**config.mk**
```make
export PLATFORM = sky130hd
export DESIGN_NAME = req_arbiter_4
export DESIGN_NICKNAME = d
export VERILOG_FILES = /design/src/rtl/req_arbiter_4.sv
export SDC_FILE = /design/constraint.sdc
export NUM_CORES = 1
export LEC_CHECK = 0
export CAP_MARGIN = 20
export CORE_MARGIN = 1
export CORE_UTILIZATION = 40
export DETAILED_ROUTE_END_ITERATION = 7
export PLACE_DENSITY = 0.66
export SLEW_MARGIN = 5
export SYNTH_ARGS = -nofsm -noshare
export SYNTH_HDL_FRONTEND = slang
export SYNTH_SLANG_ARGS = --single-unit
export TNS_END_PERCENT = 30
```
**constraint.sdc**
```tcl
create_clock -name clk -period 2.4 [get_ports clk]
set_clock_uncertainty 0.2 [all_clocks]
set_input_delay 0.48 -clock clk [delete_from_list [all_inputs] [get_ports clk]]
set_output_delay 0.48 -clock clk [all_outputs]
set_load 0.05 [all_outputs]
```
**src/rtl/req_arbiter_4.sv**
```systemverilog
// Four-requester arbiter: a fixed or round-robin priority encoder picks a winner in IDLE,
// and a two-state FSM holds the registered grant until release or hold-time expiry.
module req_arbiter_4 #(
  parameter int ROUND_ROBIN = 1,
  parameter int MAX_HOLD    = 8
) (
  input  logic       clk,
  input  logic       rst,
  input  logic [3:0] req,
  input  logic       done,
  output logic [3:0] grant,
  output logic [1:0] grant_id,
  output logic       grant_valid,
  output logic       timeout
);

  localparam int CW = $clog2(MAX_HOLD);
  localparam logic [CW-1:0] HOLD_LAST = CW'(MAX_HOLD - 1);

  typedef enum logic {
    IDLE  = 1'b0,
    GRANT = 1'b1
  } state_t;

  state_t        state_q, state_d;
  logic [3:0]    grant_q, grant_d;
  logic [1:0]    grant_id_q, grant_id_d;
  logic          grant_valid_q, grant_valid_d;
  logic          timeout_q, timeout_d;
  logic [1:0]    ptr_q, ptr_d;
  logic [CW-1:0] hold_cnt_q, hold_cnt_d;

  logic          win_valid;
  logic [1:0]    win_id;
  logic [1:0]    rr_idx;

  // Winner selection. In RR mode the scan runs from the farthest offset down to ptr so
  // the last overwrite is the requester closest to (and including) ptr.
  always_comb begin
    win_valid = |req;
    win_id    = 2'd0;
    rr_idx    = 2'd0;
    if (ROUND_ROBIN == 0) begin
      for (int i = 0; i < 4; i++) begin
        if (req[i]) win_id = 2'(i);
      end
    end else begin
      for (int k = 3; k >= 0; k--) begin
        rr_idx = ptr_q + 2'(k);
        if (req[rr_idx]) win_id = rr_idx;
      end
    end
  end

  always_comb begin
    state_d       = state_q;
    grant_d       = grant_q;
    grant_id_d    = grant_id_q;
    grant_valid_d = grant_valid_q;
    timeout_d     = 1'b0;
    ptr_d         = ptr_q;
    hold_cnt_d    = hold_cnt_q;
    case (state_q)
      IDLE: begin
        if (win_valid) begin
          state_d       = GRANT;
          grant_d       = 4'b0001 << win_id;
          grant_id_d    = win_id;
          grant_valid_d = 1'b1;
          hold_cnt_d    = '0;
          ptr_d         = win_id + 2'd1;
        end
      end
      GRANT: begin
        // Release by the owner takes precedence over expiry, so timeout stays low then.
        if (done || !req[grant_id_q]) begin
          state_d       = IDLE;
          grant_d       = 4'b0000;
          grant_id_d    = 2'd0;
          grant_valid_d = 1'b0;
          hold_cnt_d    = '0;
        end else if (hold_cnt_q == HOLD_LAST) begin
          state_d       = IDLE;
          grant_d       = 4'b0000;
          grant_id_d    = 2'd0;
          grant_valid_d = 1'b0;
          hold_cnt_d    = '0;
          timeout_d     = 1'b1;
        end else begin
          hold_cnt_d = hold_cnt_q + CW'(1);
        end
      end
      default: begin
        state_d       = IDLE;
        grant_d       = 4'b0000;
        grant_id_d    = 2'd0;
        grant_valid_d = 1'b0;
        hold_cnt_d    = '0;
      end
    endcase
  end

  always_ff @(posedge clk or posedge rst) begin
    if (rst) begin
      state_q       <= IDLE;
      grant_q       <= 4'b0000;
      grant_id_q    <= 2'd0;
      grant_valid_q <= 1'b0;
      timeout_q     <= 1'b0;
      ptr_q         <= 2'd0;
      hold_cnt_q    <= '0;
    end else begin
      state_q       <= state_d;
      grant_q       <= grant_d;
      grant_id_q    <= grant_id_d;
      grant_valid_q <= grant_valid_d;
      timeout_q     <= timeout_d;
      ptr_q         <= ptr_d;
      hold_cnt_q    <= hold_cnt_d;
    end
  end

  assign grant       = grant_q;
  assign grant_id    = grant_id_q;
  assign grant_valid = grant_valid_q;
  assign timeout     = timeout_q;

endmodule

```
Word level (Yosys, flattened, before mapping) --
Cells that the tools add are included.
Word-level totals: logic and storage cells 64, output and inout bits 8, input port bits 7, register bits after elaboration 14
Cells by class: multiplexer cells 37, $add $sub $neg 5, shift-type cells 1, eq/ne operators 3, $lt $le $gt $ge 5, reductions and logical operators 5, bitwise logic cells 1
Operator list (number):
- $lt A2 B3 Y1 const B | 5
- $mux W1 | 14
- $mux W2 | 7
- $mux W4 | 3
- $bmux W1 S2 | 5
- $mux W3 | 3
- $pmux W4 S2 | 1
- $pmux W3 S2 | 1
- $add A2 B1 Y2 const B | 2
- $add A2 B2 Y2 const B | 2
- $pmux W1 S2 | 2
- $pmux W2 S2 | 1
- $reduce_and A2 Y1 | 2
- $reduce_or A4 Y1 | 1
- $shl A1 B2 Y4 const A | 1
- $add A3 B1 Y3 const B | 1
- $eq A3 B3 Y1 const B | 1
- $ne A3 B1 Y1 const B | 1
- $ne A2 B2 Y1 const B | 1
- $logic_not A1 Y1 | 1
- $logic_or A1 B1 Y1 | 1
- $not A1 Y1 | 1

Logic depth before layout (Yosys ltp) --
Gate-level depths: netlist of the first run.
depth after elaboration 10, depth in mapped cells 6, depth with buffers taken out 6

Least setup slack after synthesis of the first run --
OpenSTA, ideal clock, no wires.
path type input port to flip-flop, start in req[2], end reg ptr_q[1], path buffers 0, path slack 0.425 ns, data arrival time 1.650 ns, setup time 0.125 ns, data required time 2.075 ns, stages 6, cell sequence nor2b_1 a311o_1 o21ai_0 inv_1 ha_1 mux2_2
On the way: cells in the longest elaborated chain, start to end 7, elaborated cells on any way between the ends 15, those cells by class add/sub: 1; mux: 12; reduce/logical: 2
RTL lines:
- start: declaration | RTL line 9 | input logic [3:0] req,
- $bmux W1 S2 | RTL line 50 | if (req[rr_idx]) win_id = rr_idx;
- $mux W1 (not written as such) | RTL line 50
- $mux W2 (4 in series) | RTL line 50
- $add A2 B1 Y2 | RTL line 71 | ptr_d = win_id + 2'd1;
- end signal: assignment | RTL line 118 | ptr_q <= ptr_d;
- end: declaration | RTL line 30 | logic [1:0] ptr_q, ptr_d;
Several ways; a longest one is shown, not always the timed one. The select of a mux whose other input is x is not followed. A chain may end at the register's enable or synchronous reset.

Worst setup path after layout of the first run --
start in req[0], end reg ptr_q[1]
The elaborated chain is that of the path after synthesis.

==> results.md, run 1 <==
* Worst EP arrival at 2190 ps
* Xor/xnor share of the synthesized area at 0%
* Worst setup SP type: input pin
* Origin of the critical flop-to-flop path: hold_cnt_q[0]$_DFFE_PP0P_
* Fin. Hold Viols at 0
* Tcrit/Tclk final at 93.19%
* Worst IR drop on VDD at 0.7298 mV
* DR iter-0 viols at 11
* HP Start: hold_cnt_q[0]$_DFFE_PP0P_
* Hold Path End: hold_cnt_q[0]$_DFFE_PP0P_
* Count of max-cap constraint violations at 0
* # diodes at 0
* Routed vias/inst at 5.307
* Io pins at 15
* Top-area cell type share of the netlist area at 45.45%
* Compound-Gate Fraction of Synth Area at 20.45%
* Leakage at 0.0004521 µW
* Antenna Nets Post-Route at 0
* Gr ovfl total at 0
* Initial antenna violation count at 0
* Site Rows at 15
* Synth area leader: dfrtp_1
* Post-Route WL at 1488 µm
* Kind of critical path: in -> reg
* Yosys cell types at 28
* Final setup viols at 0
* Gr usage total at 17.02%
* Seq/Total Area, Yosys at 45.45%
* PortBufs at 14
* RSZ-0062 raised after global routing: false
* Fillers at 159
* Die area at 2106 µm²
* Area Growth Syn to Fin at 30.03%
* Vias in the first global route at 536
* Wirelength per Cell at 13.05 µm
* CTS tree: yes
* Worst rel slew slack at 63.87%
* Clk slew on worst S/H paths at 70 ps
* Most frequent cells in the layout: dfrtp_1 (14), clkdlybuf4s50_1 (14), inv_1 (6), ha_1 (6), buf_4 (6)
* Drt pass-1 iters at 4
* Total Nets Final at 104
* Hold-fix buffers at CTS at 0
* Largest cells by area after synthesis: dfrtp_1 (45%), ha_1 (9.7%), a22o_2 (3.9%)
* Initial Utilization at 43.69%
* Flops & latches, synth at 14
* FF-to-FF End: grant[3]$_DFFE_PP0P_
* Total CTS buffers at 3
* Yosys warnings at 0
* Die Y at 45.90 µm
* Critical Path Fanout Max at 5
* Multiplexer area fraction after synthesis at 5.519%
* # clock sinks at 14
* Min-Delay Path Class: reg -> reg
* Hold WS at 302.0 ps
* Core ar. at 1764 µm²
* CTS root buf: clkbuf_4
* Post-Layout Cell Count at 114
* Post_cts resized at 0
* Period minus WS final at 2237 ps
* Fmax at 447.1 MHz
* Setup Buffers After CTS at 0
* Dpl hpwl at 1128 µm
* Adder and majority cell fraction of the synthesized area at 9.740%
* Gpl congestion at 0.7475
* Global-route wire length before repair at 2504 µm
* Largest family of logic cells by synthesized area: compound AO/OA/AOI/OAI gates
* Clk Latency, worst-skew pair at 270 ps
* Max H-tree Level at 1
* Vias at 605
* Synth Area in Simple Gates at 14.94%
* Cells after DPL at 111
* Syn nets at 80
* Run status: complete, no violations
* Synthesized area at 770.7 µm²
* Slew @ Worst Pin at 534.9 ps
* Die width at 45.90 µm
* Hold path depth at 1
* Largest net degree at the start of global routing at 15
* Power per cell area at 1129 nW/µm²
* Slew Limit Fails at 0
* Worst setup EP type: flip-flop
* R2R depth at 6
* Average cell area after synthesis at 11.50 µm²
* Reg2reg setup slack at 390 ps
* Layout cells sized above 1 at 21.35%
* DRC at 0
* Worst Path Required at 2360 ps
* Synth Instances at 67
* Clock buffer depth at 2
[per-stage QoR]
step | setup WS [ps] | total power (µW) | instance area [µm²] | utilization [%] | setup TNS (ps)
detailed placement | -114.9 | 1009 | 979.7 | 55.53 | -127.9
floorplan | 425.1 | 812.2 | 770.7 | - | 0
global route | 103.0 | 1208 | 1002 | 56.81 | 0
finish | 163.5 | 1132 | 1002 | 56.81 | 0
global placement | -20.16 | 996.4 | 979.7 | 55.53 | -20.16
CTS | 172.8 | 1145 | 1002 | 56.81 | 0
[worst max path at each step]
| stage | start | end | cells after the start |
|---|---|---|---|
| finish | req[0] | ptr_q[1]$_DFFE_PP0P_ | 7 |
| global route | req[0] | ptr_q[1]$_DFFE_PP0P_ | 7 |
| CTS | grant_id[1]$_DFFE_PP0P_ | grant_id[1] | 1 |
| detailed placement | req[0] | ptr_q[1]$_DFFE_PP0P_ | 7 |
| global placement | req[0] | ptr_q[1]$_DFFE_PP0P_ | 7 |
| floorplan | req[2] | ptr_q[1]$_DFFE_PP0P_ | 6 |
[critical path, cell delays in order]
cell,delay (ps)
clkdlybuf4s50_1,530
nor2b_1,200
a21oi_1,60
o221ai_1,240
inv_1,110
ha_1,300
mux2_2,260
[cell usage after synthesis, drive strengths merged]
| library cell | count |
|---|---|
| dfrtp | 14 |
| ha | 6 |
| inv | 6 |
| a22o | 5 |
| o21ai | 5 |
| nand2 | 4 |
| nor2 | 3 |
| nor2b | 3 |
| a21oi | 2 |
| and2 | 2 |
| mux2 | 2 |
| mux2i | 2 |
| a2bb2oi | 1 |
| a311o | 1 |
| a32oi | 1 |
| and4bb | 1 |
| buf | 1 |
| nand4b | 1 |
| nor4 | 1 |
| o221ai | 1 |
| o22a | 1 |
| o22ai | 1 |
| o2bb2ai | 1 |
| o41ai | 1 |
| or4b | 1 |
[report_power, final]
part / internal (µW) / total [µW] / switching (µW)
registers: 320 / 407 / 87.3
clock network: 58.0 / 124 / 66.1
logic: 244 / 600 / 356
total: 622 / 1130 / 510
[flip-flops by register name, summed over array words and instances, names as in the netlist]
register / cells
ptr_q: 2
state_q: 1
timeout: 1
grant_id: 2
grant_valid: 1
hold_cnt_q: 3
grant: 4
[per-layer routing]
layer | routed length [µm] | vias to the layer above | track usage, %
met5 | 0 | - | 0
met4 | 12 | 0 | 8.824
met3 | 70 | 2 | 3.571
met2 | 657 | 16 | 23.38
met1 | 747 | 287 | 24.87
li1 | - | 300 | -
[final cells by class]
cell class                 count  area [µm²]  area share, %
sequential                    14       350.3          34.96
tap                           25       31.28          3.121
inverter                       6       22.52          2.247
clock buffer                   3       22.52          2.247
multi-input combinational     46       390.4          38.95
timing repair buffer          20       185.2          18.48
[kinds of logic (layout without fill, tap and decap cells)]
kind of cell,count (synthesis),after routing
fa+ha+maj,6,6
mux,4,4
compound gates,20,20
buf+inv,7,29
flops,14,14
simple gates,16,16
No activity file was read; power rests on OpenSTA's default activity.
==> run 2: changes to the inputs <==
--- a/config.mk
+++ b/config.mk
@@ -5,12 +5,11 @@
 export SDC_FILE = /design/constraint.sdc
 export NUM_CORES = 1
 export LEC_CHECK = 0
-export CAP_MARGIN = 20
 export CORE_MARGIN = 1
 export CORE_UTILIZATION = 40
 export DETAILED_ROUTE_END_ITERATION = 7
 export PLACE_DENSITY = 0.66
-export SLEW_MARGIN = 5
+export SLEW_MARGIN = 20
 export SYNTH_ARGS = -nofsm -noshare
 export SYNTH_HDL_FRONTEND = slang
 export SYNTH_SLANG_ARGS = --single-unit
==> results of run 2 <==
No change in the layout: final DEF, timing and power equal those of run 1.
